### config.mk
export PLATFORM = sky130hd
export DESIGN_NAME = instr_issue_unit
export DESIGN_NICKNAME = d
export VERILOG_FILES = /design/src/rtl/cpu19_pkg.sv /design/src/rtl/instr_fifo.sv /design/src/rtl/instr_issue_unit.sv
export SDC_FILE = /design/constraint.sdc
export NUM_CORES = 1
export LEC_CHECK = 0
export CORE_ASPECT_RATIO = 0.8
export CORE_UTILIZATION = 25
export CTS_BUF_LIST = sky130_fd_sc_hd__clkbuf_4
export CTS_CLUSTER_SIZE = 28
export DETAILED_ROUTE_END_ITERATION = 16
export HOLD_SLACK_MARGIN = 0.15
export PLACE_DENSITY = 0.49
export SKIP_CTS_REPAIR_TIMING = 1
export SLEW_MARGIN = 40
export SYNTH_ARGS = -nofsm -noshare
export SYNTH_HDL_FRONTEND = slang
export SYNTH_SLANG_ARGS = --single-unit
### constraint.sdc
create_clock -name clk -period 3.5 [get_ports clk]
set_input_delay 0.875 -clock clk [delete_from_list [all_inputs] [get_ports clk]]
set_output_delay 0.875 -clock clk [all_outputs]
set_load 0.01 [all_outputs]
### src/rtl/cpu19_pkg.sv
// -----------------------------------------------------------------------------
// cpu19_pkg
// Shared definitions for the 19-bit CPU instruction format: field widths,
// opcode values, the issue-FSM state type and opcode classification helpers.
// No ports (package).
// -----------------------------------------------------------------------------
package cpu19_pkg;

    localparam int INSTR_W = 19;
    localparam int OP_W    = 5;
    localparam int REG_W   = 4;
    localparam int IMM_W   = 14;

    localparam logic [OP_W-1:0] OP_ADD   = 5'b00000;
    localparam logic [OP_W-1:0] OP_JMP   = 5'b01010;
    localparam logic [OP_W-1:0] OP_JEQ   = 5'b01011;
    localparam logic [OP_W-1:0] OP_JNE   = 5'b01100;
    localparam logic [OP_W-1:0] OP_CALL  = 5'b01101;
    localparam logic [OP_W-1:0] OP_RET   = 5'b01110;
    localparam logic [OP_W-1:0] OP_LOAD  = 5'b01111;
    localparam logic [OP_W-1:0] OP_STORE = 5'b10000;
    localparam logic [OP_W-1:0] OP_FFT   = 5'b10001;
    localparam logic [OP_W-1:0] OP_ENC   = 5'b10010;
    localparam logic [OP_W-1:0] OP_DEC   = 5'b10011;
    localparam logic [OP_W-1:0] OP_NOP   = 5'b11111;

    // Unassigned opcode range between the last defined op and NOP.
    localparam logic [OP_W-1:0] OP_ILLEGAL_LO = 5'b10100;
    localparam logic [OP_W-1:0] OP_ILLEGAL_HI = 5'b11110;

    typedef enum logic [1:0] {
        IDLE   = 2'd0,
        ISSUE  = 2'd1,
        BUBBLE = 2'd2
    } issue_state_e;

    // Control-flow ops occupy the contiguous range JMP..RET.
    function automatic logic is_ctrl_op(input logic [OP_W-1:0] op);
        return (op >= OP_JMP) && (op <= OP_RET);
    endfunction

    function automatic logic is_illegal_op(input logic [OP_W-1:0] op);
        return (op >= OP_ILLEGAL_LO) && (op <= OP_ILLEGAL_HI);
    endfunction

endpackage

### src/rtl/instr_fifo.sv
// -----------------------------------------------------------------------------
// instr_fifo
// Synchronous single-clock FIFO holding encoded instructions.
// Ports:
//   clk, rst         clock, synchronous active-high reset (control only)
//   push_i, wdata_i  write request and data (ignored when full)
//   pop_i            read request (ignored when empty); head is rdata_o
//   flush_i          empties the FIFO; overrides a same-edge push/pop
//   rdata_o          current head entry (valid when !empty_o)
//   full_o, empty_o  occupancy flags
//   count_o          occupancy, 0..DEPTH
// DEPTH must be a power of two (>= 2) so pointers wrap naturally.
// -----------------------------------------------------------------------------
module instr_fifo
    import cpu19_pkg::*;
#(
    parameter int DEPTH = 8,
    parameter int WIDTH = INSTR_W
) (
    input  logic                         clk,
    input  logic                         rst,
    input  logic                         push_i,
    input  logic [WIDTH-1:0]             wdata_i,
    input  logic                         pop_i,
    input  logic                         flush_i,
    output logic [WIDTH-1:0]             rdata_o,
    output logic                         full_o,
    output logic                         empty_o,
    output logic [$clog2(DEPTH+1)-1:0]   count_o
);

    localparam int PTR_W = $clog2(DEPTH);
    localparam int CNT_W = $clog2(DEPTH+1);

    logic [WIDTH-1:0] mem_q [DEPTH];
    logic [PTR_W-1:0] wr_ptr_q, wr_ptr_d;
    logic [PTR_W-1:0] rd_ptr_q, rd_ptr_d;
    logic [CNT_W-1:0] count_q, count_d;

    logic do_push;
    logic do_pop;

    assign full_o  = (count_q == CNT_W'(DEPTH));
    assign empty_o = (count_q == '0);
    assign count_o = count_q;
    assign rdata_o = mem_q[rd_ptr_q];

    assign do_push = push_i && !full_o && !flush_i;
    assign do_pop  = pop_i && !empty_o && !flush_i;

    always_comb begin
        wr_ptr_d = wr_ptr_q;
        rd_ptr_d = rd_ptr_q;
        count_d  = count_q;
        if (flush_i) begin
            wr_ptr_d = '0;
            rd_ptr_d = '0;
            count_d  = '0;
        end else begin
            if (do_push) begin
                wr_ptr_d = wr_ptr_q + 1'b1;
            end
            if (do_pop) begin
                rd_ptr_d = rd_ptr_q + 1'b1;
            end
            case ({do_push, do_pop})
                2'b10:   count_d = count_q + 1'b1;
                2'b01:   count_d = count_q - 1'b1;
                default: count_d = count_q;
            endcase
        end
    end

    always_ff @(posedge clk) begin
        if (rst) begin
            wr_ptr_q <= '0;
            rd_ptr_q <= '0;
            count_q  <= '0;
        end else begin
            wr_ptr_q <= wr_ptr_d;
            rd_ptr_q <= rd_ptr_d;
            count_q  <= count_d;
        end
    end

    // Storage carries no reset; only the pointers define what is valid.
    always_ff @(posedge clk) begin
        if (do_push) begin
            mem_q[wr_ptr_q] <= wdata_i;
        end
    end

endmodule

### src/rtl/instr_issue_unit.sv
// -----------------------------------------------------------------------------
// instr_issue_unit
// Front-end that packs host-supplied instruction fields into the 19-bit core
// format, buffers them in instr_fifo and issues one per cycle, driving NOPs
// when empty/stalled and a fixed number of bubble NOPs after control flow.
// Ports:
//   clk, rst                 clock, synchronous active-high reset
//   in_valid / in_ready      push handshake (in_ready = !full)
//   in_fmt                   0 = register form, 1 = immediate form
//   in_opcode, in_r1..in_r3, in_imm   instruction fields
//   run                      issue enable
//   flush                    discard buffered instructions and pending bubbles
//   instruction              registered instruction to the core
//   instr_valid              instruction holds a real FIFO entry
//   count                    FIFO occupancy
//   err                      sticky illegal-opcode flag
// Build option: define ILLEGAL_OP_CHECK_EN to drop pushes with opcodes in
// 10100..11110 and raise err; otherwise all opcodes are enqueued, err = 0.
// -----------------------------------------------------------------------------
module instr_issue_unit
    import cpu19_pkg::*;
#(
    parameter int              DEPTH   = 8,
    parameter int              BUBBLES = 2,
    parameter logic [OP_W-1:0] NOP_OP  = OP_NOP
) (
    input  logic                        clk,
    input  logic                        rst,
    input  logic                        in_valid,
    output logic                        in_ready,
    input  logic                        in_fmt,
    input  logic [OP_W-1:0]             in_opcode,
    input  logic [REG_W-1:0]            in_r1,
    input  logic [REG_W-1:0]            in_r2,
    input  logic [REG_W-1:0]            in_r3,
    input  logic [IMM_W-1:0]            in_imm,
    input  logic                        run,
    input  logic                        flush,
    output logic [INSTR_W-1:0]          instruction,
    output logic                        instr_valid,
    output logic [$clog2(DEPTH+1)-1:0]  count,
    output logic                        err
);

    localparam int CNT_W = $clog2(DEPTH+1);
    // Keep the bubble counter at least one bit wide even when BUBBLES = 0.
    localparam int BUB_W = (BUBBLES > 0) ? $clog2(BUBBLES+1) : 1;
    localparam logic [INSTR_W-1:0] NOP_WORD = {NOP_OP, {IMM_W{1'b0}}};

    issue_state_e          state_q, state_d;
    logic [BUB_W-1:0]      bub_cnt_q, bub_cnt_d;
    logic [INSTR_W-1:0]    instr_q, instr_d;
    logic                  instr_valid_q, instr_valid_d;

    logic [INSTR_W-1:0]    push_word;
    logic                  handshake;
    logic                  fifo_push;
    logic                  fifo_pop;
    logic [INSTR_W-1:0]    fifo_head;
    logic                  fifo_full;
    logic                  fifo_empty;
    logic [CNT_W-1:0]      fifo_count;
    logic [OP_W-1:0]       head_op;

    // Encoding is fixed here, at push time.
    always_comb begin
        if (in_fmt) begin
            push_word = {in_opcode, in_imm};
        end else begin
            push_word = {in_opcode, in_r1, in_r2, in_r3, 2'b00};
        end
    end

    assign in_ready  = !fifo_full;
    assign handshake = in_valid && in_ready;
    assign head_op   = fifo_head[INSTR_W-1 -: OP_W];

`ifdef ILLEGAL_OP_CHECK_EN
    logic illegal_push;
    logic err_q;

    // Illegal pushes still complete the handshake; they are simply not stored.
    assign illegal_push = handshake && is_illegal_op(in_opcode);
    assign fifo_push    = handshake && !illegal_push;
    assign err          = err_q;

    always_ff @(posedge clk) begin
        if (rst) begin
            err_q <= 1'b0;
        end else if (illegal_push) begin
            err_q <= 1'b1;
        end
    end
`else
    assign fifo_push = handshake;
    assign err       = 1'b0;
`endif

    instr_fifo #(
        .DEPTH (DEPTH),
        .WIDTH (INSTR_W)
    ) u_fifo (
        .clk     (clk),
        .rst     (rst),
        .push_i  (fifo_push),
        .wdata_i (push_word),
        .pop_i   (fifo_pop),
        .flush_i (flush),
        .rdata_o (fifo_head),
        .full_o  (fifo_full),
        .empty_o (fifo_empty),
        .count_o (fifo_count)
    );

    // Issue FSM. A pop happens on the same edge the head is registered onto
    // `instruction`, so IDLE pops directly instead of waiting a cycle in ISSUE;
    // this gives the one-edge push-to-issue latency.
    always_comb begin
        state_d       = state_q;
        bub_cnt_d     = bub_cnt_q;
        instr_d       = NOP_WORD;
        instr_valid_d = 1'b0;
        fifo_pop      = 1'b0;

        if (flush) begin
            state_d   = IDLE;
            bub_cnt_d = '0;
        end else begin
            case (state_q)
                IDLE, ISSUE: begin
                    if (run && !fifo_empty) begin
                        fifo_pop      = 1'b1;
                        instr_d       = fifo_head;
                        instr_valid_d = 1'b1;
                        if (is_ctrl_op(head_op) && (BUBBLES > 0)) begin
                            state_d   = BUBBLE;
                            bub_cnt_d = BUB_W'(BUBBLES);
                        end else if ((fifo_count > CNT_W'(1)) || fifo_push) begin
                            state_d = ISSUE;
                        end else begin
                            state_d = IDLE;
                        end
                    end else begin
                        state_d = IDLE;
                    end
                end
                BUBBLE: begin
                    // With run low the bubble countdown freezes in place.
                    if (run) begin
                        if (bub_cnt_q <= BUB_W'(1)) begin
                            bub_cnt_d = '0;
                            state_d   = (!fifo_empty || fifo_push) ? ISSUE : IDLE;
                        end else begin
                            bub_cnt_d = bub_cnt_q - 1'b1;
                        end
                    end
                end
                default: begin
                    state_d   = IDLE;
                    bub_cnt_d = '0;
                end
            endcase
        end
    end

    always_ff @(posedge clk) begin
        if (rst) begin
            state_q       <= IDLE;
            bub_cnt_q     <= '0;
            instr_q       <= NOP_WORD;
            instr_valid_q <= 1'b0;
        end else begin
            state_q       <= state_d;
            bub_cnt_q     <= bub_cnt_d;
            instr_q       <= instr_d;
            instr_valid_q <= instr_valid_d;
        end
    end

    assign instruction = instr_q;
    assign instr_valid = instr_valid_q;
    assign count       = fifo_count;

endmodule

==> impl_metrics.json <==
{
  "cp-start-kind": "flip-flop",
  "seqPwrFrac": 0.635,
  "fin_util": 0.307,
  "switching_share": 0.224,
  "row_count": 55,
  "clk_path_buf_depth": 2,
  "path_clk_slew_ns": 0.17,
  "synth_common_cells": "edfxtp_1, dfxtp_1, mux4_2, nor2_1, mux2i_1",
  "drc": 0,
  "synth_cell_types": 38,
  "syn_inst": 382,
  "dp_hpwl_mm": 9.22,
  "synth_area_leader_cell": "edfxtp_1",
  "synthToLayoutAreaGrowth_pct": 20.5,
  "synth-seq-cells": 189,
  "clock-skew-final_ns": 0.0310,
  "drv_slew": 0,
  "grt_max_degree": 23,
  "die_h_um": 154,
  "p_switching_mw": 0.867,
  "async_flop_share": 0,
  "setup_viol": 0,
  "worstPathArrival_ns": 2.15,
  "ios": 63,
  "initialDrtViolationCount": 242,
  "synthFlopType": "edfxtp_1",
  "cp_max_fo": 7,
  "synth.area.top_cells": "edfxtp_1, dfxtp_1, mux4_2, mux2i_1, mux4_1",
  "min_path_type": "reg2reg",
  "worstSkewPairLatency_ns": 0.58,
  "finalCritPeriodShare": 0.865,
  "wirelength_mm": 14.9,
  "yosysTopAreaCellShare": 0.634,
  "cts_buffers": 17,
  "drt-met1-wl_mm": 6.63,
  "critPathKind": "reg2out",
  "slowest_delay_ns": 0.56,
  "tritoncts": "yes",
  "dieArea_mm2": 0.0295,
  "r2r_cells": 10,
  "grt_use_total": 0.109,
  "fillers": 2726,
  "synth_warnings": 0,
  "synth-edff-count": 152,
  "synth_area_per_cell_um2": 18.8,
  "syn-num-nets": 425,
  "end_kind": "primary output",
  "rsz0062_at_grt": "false",
  "fin_nets": 510,
  "routabilityCongestion": 0.732,
  "cts_root_buf": "clkbuf_4",
  "critPathTopFamily": "buffers and inverters",
  "ant_nets": 0,
  "die_w_um": 192,
  "grt_pass1_vias": 3893,
  "io_buffers": 61,
  "leakagePower_nw": 2.68,
  "max_cap_violations": 0,
  "seqCellArea_mm2": 0.00531,
  "yosysSeqAreaShare": 0.737,
  "whs_path_depth": 2,
  "antenna_found_initial": 3,
  "htreeDepth": 4,
  "via_per_inst": 4.26,
  "vias": 3623,
  "overflow": 0,
  "drive_above_1_share": 0.229,
  "finalHoldViolCount": 0,
  "power.internal_mw": 3.00,
  "pwr-share-clk": 0.317,
  "fmax_mhz": 330,
  "wl_met2_mm": 7.50,
  "cp_slowest_cell": "clkdlybuf4s50_1",
  "multi_input_area_mm2": 0.00182,
  "tns_ns": 0,
  "ir_worst_vdd_mv": 0.242,
  "synth_most_common_cell": "edfxtp_1",
  "placed_cell_area_mm2": 0.00838,
  "wl_met3_um": 636,
  "crit_cells": 4,
  "worstPathCellList": "inv_1 -> ha_1 -> nand3b_1 -> clkdlybuf4s50_1",
  "outcome": "finished, final reports clean",
  "post_drt_wl_per_cell_um": 17.6,
  "post-route-min-period_ns": 3.03,
  "design_area_mm2": 0.00867,
  "grt_pass1_wl_mm": 23.0,
  "cp.required_ns": 2.62,
  "maxUsedRoutingLayer": "met5",
  "start_util": 0.254,
  "p_per_area_mw_per_mm2": 446,
  "critPathBufInv": 2,
  "synth_area_mm2": 0.00720,
  "cts.sinks": 189,
  "combPwrFrac": 0.048,
  "dr.pass1.iters": 4,
  "coreArea_mm2": 0.0283
}
-- through the flow --
stage | hold slack, ns | power (mW) | instances | setup slack [ns]
final | 0.525 | 3.87 | 851 | 0.474
after global routing | 0.543 | 4.03 | 851 | 0.290
after CTS | 0.528 | 3.93 | 850 | 0.378
after detailed placement | 0.501 | 2.70 | 818 | 0.206
after global placement | 0.485 | 2.69 | 818 | 0.230
after floorplan | 0.449 | 2.60 | 382 | 0.444
-- cells by family after synthesis --
kind of cell / share of synthesized area
buffers and inverters: 0.0136
AO/OA/AOI/OAI: 0.0170
multiplexers: 0.169
adder cells (fa/ha/maj): 0.0104
AND/OR/NAND/NOR: 0.0440
other: 0.000521
flip-flops: 0.737
XOR/XNOR: 0.00852
-- registers in the layout (all words and copies together) (netlist names), named ones only --
register and count:
u_fifo.mem_q 152, bub_cnt_q 2, u_fifo.wr_ptr_q 3, instr_valid 1
instruction 19, state_q 2, u_fifo.rd_ptr_q 3, u_fifo.count_o 4
-- area by class of cell --
cell class,instances,share of cell area
diodes,1,0.000289
clock buffers,19,0.0164
clock inverters,13,0.0176
inverters,7,0.00303
multi-input cells,171,0.210
flip-flops and latches,189,0.612
well taps,370,0.0534
repair buffers,81,0.0877
-- power by group through the flow --
stage / clock network (mW) / registers [mW] / logic [mW]
after global placement: 0 / 2.51 / 0.183
after global routing: 1.36 / 2.46 / 0.206
after detailed placement: 0 / 2.51 / 0.190
final: 1.23 / 2.46 / 0.186
after floorplan: 0 / 2.51 / 0.0940
after CTS: 1.28 / 2.46 / 0.190
-- path summary, 6_finish.rpt --
| kind | slack, ns | start | to |
|---|---|---|---|
| min reg2reg | 0.53 | u_fifo.rd_ptr_q[1] | u_fifo.rd_ptr_q[1] |
| min | 0.53 | u_fifo.rd_ptr_q[1] | u_fifo.rd_ptr_q[1] |
| max reg2reg | 0.80 | u_fifo.count_o[0] | u_fifo.count_o[3] |
| max | 0.47 | u_fifo.count_o[0] | in_ready |
-- worst register-to-register path: stages, from the launching register on --
cell and delay, ns:
dfxtp_1 0.48, inv_1 0.08, ha_1 0.28, a21o_1 0.20, or2_2 0.31, nor2_1 0.12
ha_1 0.17, or4b_2 0.59, a21oi_1 0.19, xnor2_1 0.13, nor2_1 0.05
-- layout by cell type, fill, tap and decap left out, types with 2 or more instances in the layout --
cell type	synthesis	final
xnor2_1	2	2
a211oi_1	2	2
o21ai_0	3	3
edfxtp_1	152	152
or2_2	3	3
nor3_2	0	2
a21oi_1	7	7
xor2_1	5	5
nand3_1	3	3
ha_1	6	6
clkdlybuf4s50_1	0	61
mux4_2	32	32
mux2i_1	19	19
bufinv_16	0	2
nand3b_1	2	2
nand2b_1	3	3
nand2_1	13	13
buf_4	1	20
inv_1	7	7
mux2_2	13	13
clkinvlp_4	0	2
dfxtp_1	37	36
and2_1	3	3
inv_6	0	6
clkbuf_4	0	19
or3_1	3	3
nor2_1	32	26
nor2_2	0	6
mux4_1	6	6
-- per-layer routing --
metal / vias up / global-route usage
li1: 1674 / -
met1: 1881 / 0.133
met2: 53 / 0.181
met3: 13 / 0.0310
met4: 2 / 0.0397
met5: - / 0
Note: power is estimated with default switching activity, not from simulation.
==> RTL change 1: new RTL, same flow settings <==
Encoding of `issue_state_e`: now one-hot (3 bits for 3 states).
--- a/src/rtl/cpu19_pkg.sv
+++ b/src/rtl/cpu19_pkg.sv
@@ -29,8 +29,8 @@
     localparam logic [OP_W-1:0] OP_ILLEGAL_HI = 5'b11110;
 
-    typedef enum logic [1:0] {
-        IDLE   = 2'd0,
-        ISSUE  = 2'd1,
-        BUBBLE = 2'd2
+    typedef enum logic [2:0] {
+        IDLE   = 3'b001,
+        ISSUE  = 3'b010,
+        BUBBLE = 3'b100
     } issue_state_e;
 
Function: same outputs for any inputs over 4 cycles, from zero or initial values and one cycle with rst high; so few cycles prove little.
==> RTL change 1 against the unedited design <==
The run now ends with DRC left. Area after synthesis rose by 1.8%. Total power up 0.41%. Final area increased by 1.6%. Die area is 1.7% higher. Setup slack better by 73 ps. Wire length down 0.75%. Sequential cell count up 1.
==> RTL change 1: results (changes against the unedited design) <==
[min_path]
hold_path_startpoint = u_fifo.rd_ptr_q[2]
whs_path_depth = 2  ; unchanged
holdPathEnd = u_fifo.rd_ptr_q[2]

[drt]
wl_met2_um = 7210  ; -3.9%
avgViaCountPerCell = 4.28  ; +0.55%
drc = 2  ; +2
drt_wl_total_um = 14800  ; -0.75%
drtPass1Iterations = 12  ; +8
wl_met3_um = 498  ; -22%

[global_route]
grt_pass1_wl_um = 22800  ; -0.78%
grt_pass1_vias = 3880  ; -0.33%
grtUsageTotal_pct = 10.2  ; -0.67 points

[cts]
path_clk_slew_ps = 150  ; -20 ps
cts_root_buf = clkbuf_4

[pwr]
ir_worst_vdd_uv = 188  ; -22%
leakagePower_nw = 2.75  ; +2.7%

[run_status]
status = finished, violations left
violations = DRC

[layout]
drive_gt1_share_pct = 22.8  ; -0.12 points
fillCellCount = 2763  ; +1.4%
nets = 517  ; +1.4%

[synth]
yosys-top-cells-count = edfxtp_1 (152), dfxtp_1 (38), nor2_1 (34)
synth_cell_types = 44  ; +16%
synth_top_cells_by_area = edfxtp_1 (62%), dfxtp_1 (10%), mux4_2 (9.5%)
synth-seq-area-share_pct = 72.7  ; -1.0 points

[worst_setup_path]
rrSetupSlack_ps = 880  ; +80 ps
critPathArrivalTime_ps = 2080  ; -70 ps

[placement]
dpl_worst_slack_ps = 430  ; +224 ps
gp_congestion = 0.728  ; -0.55%

## RTL change 1: cell count changes in the layout (fill, tap and decap cells not counted), moves of 2 or more
cell / change
buf_12: +2
nand2b_1: +2
nand2_1: -2
buf_4: -2
nor2_1: +2
a21oi_1: -3
clkinv_4: +2
clkinv_1: +2
inv_6: -4
inv_1: -3
o21ai_0: +3
nor3b_1: +3
## RTL change 1: worst max-delay path by stage
| stage | startpoint | end | slack [ps] |
|---|---|---|---|
| after floorplan | u_fifo.count_o[0] | u_fifo.mem_q[0][0] | 470 |
| after global placement | flush | u_fifo.count_o[3] | 430 |
| after detailed placement | flush | u_fifo.count_o[3] | 430 |
| after CTS | u_fifo.count_o[0] | in_ready | 490 |
| after global routing | u_fifo.count_o[0] | in_ready | 390 |
| final | u_fifo.count_o[0] | in_ready | 550 |
## RTL change 1: kinds of logic after synthesis
logic type      share of synthesized area, %
xor+xnor                               0.957
flops                                   72.7
fa+ha+maj                               1.03
compound gates                          1.90
buf+inv                                 1.38
other cells                           0.0512
simple gates                            4.95
mux                                     17.0
## RTL change 1: metal layers
layer | global-route usage, % | up-vias
li1 | - | 1702
met1 | 13.4 | 1890
met2 | 16.6 | 66
met3 | 2.82 | 15
met4 | 2.70 | 0
met5 | 0 | -
## RTL change 1: cell type report
cell class / count / area share (%)
clock inverter: 14 / 1.89
inverter: 4 / 0.170
timing repair buffer: 81 / 8.86
tap: 370 / 5.25
sequential: 190 / 60.5
clock buffer: 18 / 1.53
antenna: 1 / 0.0284
multi-input combinational: 180 / 21.8
## RTL change 1: through the flow
stage | hold slack, ps | power [mW] | std cells | instance area (µm²)
floorplan | 490 | 2.62 | 391 | 7320
global placement | 511 | 2.71 | 825 | 8510
detailed placement | 526 | 2.72 | 825 | 8510
CTS | 547 | 3.94 | 857 | 8810
global route | 581 | 4.05 | 858 | 8810
finish | 545 | 3.89 | 858 | 8810
## RTL change 1: power by group
group / internal [mW] / switching [mW] / leakage, nW
sequential: 2.46 / 0.0102 / 1.68
combinational: 0.0936 / 0.0956 / 0.912
clock: 0.504 / 0.720 / 0.158
total: 3.06 / 0.826 / 2.75
## RTL change 1: worst reg2reg max path, delay by kind of cell (launching register included)
family | cells | cell delay [ps]
AOI/OAI and AO/OA | 1 | 200
DFF | 1 | 490
buffers and inverters | 1 | 80
and+or+nand+nor | 5 | 1140
xor gates and xnor gates | 1 | 130
adders and majority gates | 2 | 480
==> RTL change 2: new RTL, same flow settings <==
Without the edit above. Add a define of `ILLEGAL_OP_CHECK_EN`.
--- a/src/rtl/instr_issue_unit.sv
+++ b/src/rtl/instr_issue_unit.sv
@@ -18,4 +18,6 @@
 // 10100..11110 and raise err; otherwise all opcodes are enqueued, err = 0.
 // -----------------------------------------------------------------------------
+`define ILLEGAL_OP_CHECK_EN
+
 module instr_issue_unit
     import cpu19_pkg::*;
Behaviour: not the same (a bounded check fails within 4 cycles, from zero or initial values and one cycle with rst high).
==> RTL change 2 against the unedited design <==
Setup slack got worse by 8.4 ps. Count of clock-buffer cells in the layout shrank 2. Sequential cell count increased by 1. Final area rose by 1.1%. First-iteration DRC count down 27%. Area after synthesis rose by 0.70%. Total power hardly changed. Wire length down 0.40%. Synthesized cell count rose by 1.0%. Critical endpoint unchanged. Largest power group unchanged.
==> RTL change 2: results (changes against the unedited design) <==
[pwr]
ir_worst_vdd_uv = 145  ; -40%
sw_frac_of_total_pct = 23.9  ; +1.5 points
p_clk_share_pct = 31.5  ; -0.2 points
leakagePower_nw = 2.71  ; +1.1%

[synth]
synth_nets = 429  ; +0.94%
yosys-top-cells-count = edfxtp_1 (152), dfxtp_1 (38), mux4_2 (38)
synth_cell_types = 43  ; +13%
synth_top_cells_by_area = edfxtp_1 (63%), mux4_2 (12%), dfxtp_1 (10%)
synth_ff_type = edfxtp_1
synth-seq-area-share_pct = 73.5  ; -0.23 points

[global_route]
grtUsageTotal_pct = 10.7  ; -0.11 points
grt_max_degree = 28  ; +22%
antenna_found_initial = 1  ; -2
grt_pass1_vias = 3845  ; -1.2%

[drt]
drt_wl_total_um = 14900  ; -0.40%
drt_iter0_markers = 176  ; -27%
avgViaCountPerCell = 4.24  ; -0.49%

[layout]
nets = 518  ; +1.6%

[min_path]
hold_path_startpoint = err

[worst_setup_path]
rr_worst_depth = 8  ; -2
rrSetupSlack_ps = 940  ; +140 ps
slowest_stage = clkdlybuf4s50_1

[placement]
port_buffers = 62  ; +1.6%
gp_congestion = 0.743  ; +1.5%
dpl_worst_slack_ps = 163  ; -43.9 ps
place_hpwl_um = 9820  ; +6.5%
place_area_mm2 = 0.00847  ; +1.1%

[sta]
max_freq_mhz = 330  ; -0.28%
finalClockSkew_ps = 28.2  ; -2.79 ps

[run_status]
status = finished, final reports clean

==> RTL change 2: changes by cell type after synthesis, moves of 2 or more <==
cell / unedited run / this run
a21oi_1: 7 / 3
buf_4: 1 / 3
clkbuf_1: 8 / 4
inv_1: 7 / 4
mux2i_1: 19 / 22
mux4_1: 6 / 0
mux4_2: 32 / 38
nand3_1: 3 / 1
nor2_1: 32 / 37
nor3_1: 3 / 6
o21ai_1: 0 / 2
or2_2: 3 / 0
==> RTL change 2: kinds of logic after synthesis <==
| group | after synthesis | synth area share [%] |
|---|---|---|
| adders and majority gates | 6 | 1.04 |
| buffers and inverters | 20 | 1.36 |
| DFF | 190 | 73.5 |
| and+or+nand+nor | 73 | 4.80 |
| AOI/OAI and AO/OA | 18 | 1.76 |
| muxes | 72 | 16.7 |
| xor gates and xnor gates | 7 | 0.846 |
==> RTL change 2: per-layer routing <==
metal  share of wire, %  up-vias  routed length, µm  global-route usage (%)
met5                  0        -                  0                       0
met4                1.0        0                155                    3.60
met3                4.4       10                654                    2.65
met2                 49       68               7250                    17.2
met1                 46     1858               6820                    14.1
li1                   -     1703                  -                       -
==> RTL change 2: per-stage QoR <==
stage / std cells / hold WS, ps / power (mW) / utilization, %
floorplan: 386 / 475 / 2.61 / -
global route: 859 / 555 / 4.03 / 30.9
detailed placement: 826 / 469 / 2.70 / 29.9
CTS: 858 / 505 / 3.92 / 30.9
global placement: 826 / 454 / 2.70 / 29.9
finish: 859 / 499 / 3.87 / 30.9
==> RTL change 2: final cells by class <==
cell class,count,area (µm²)
Antenna cell,1,2.50
Clock buffer,17,128
Clock inverter,15,169
Fill cell,2816,19600
Inverter,5,18.8
Multi-Input combinational cell,176,1850
Sequential cell,190,5330
Tap cell,370,463
Timing Repair Buffer,85,813
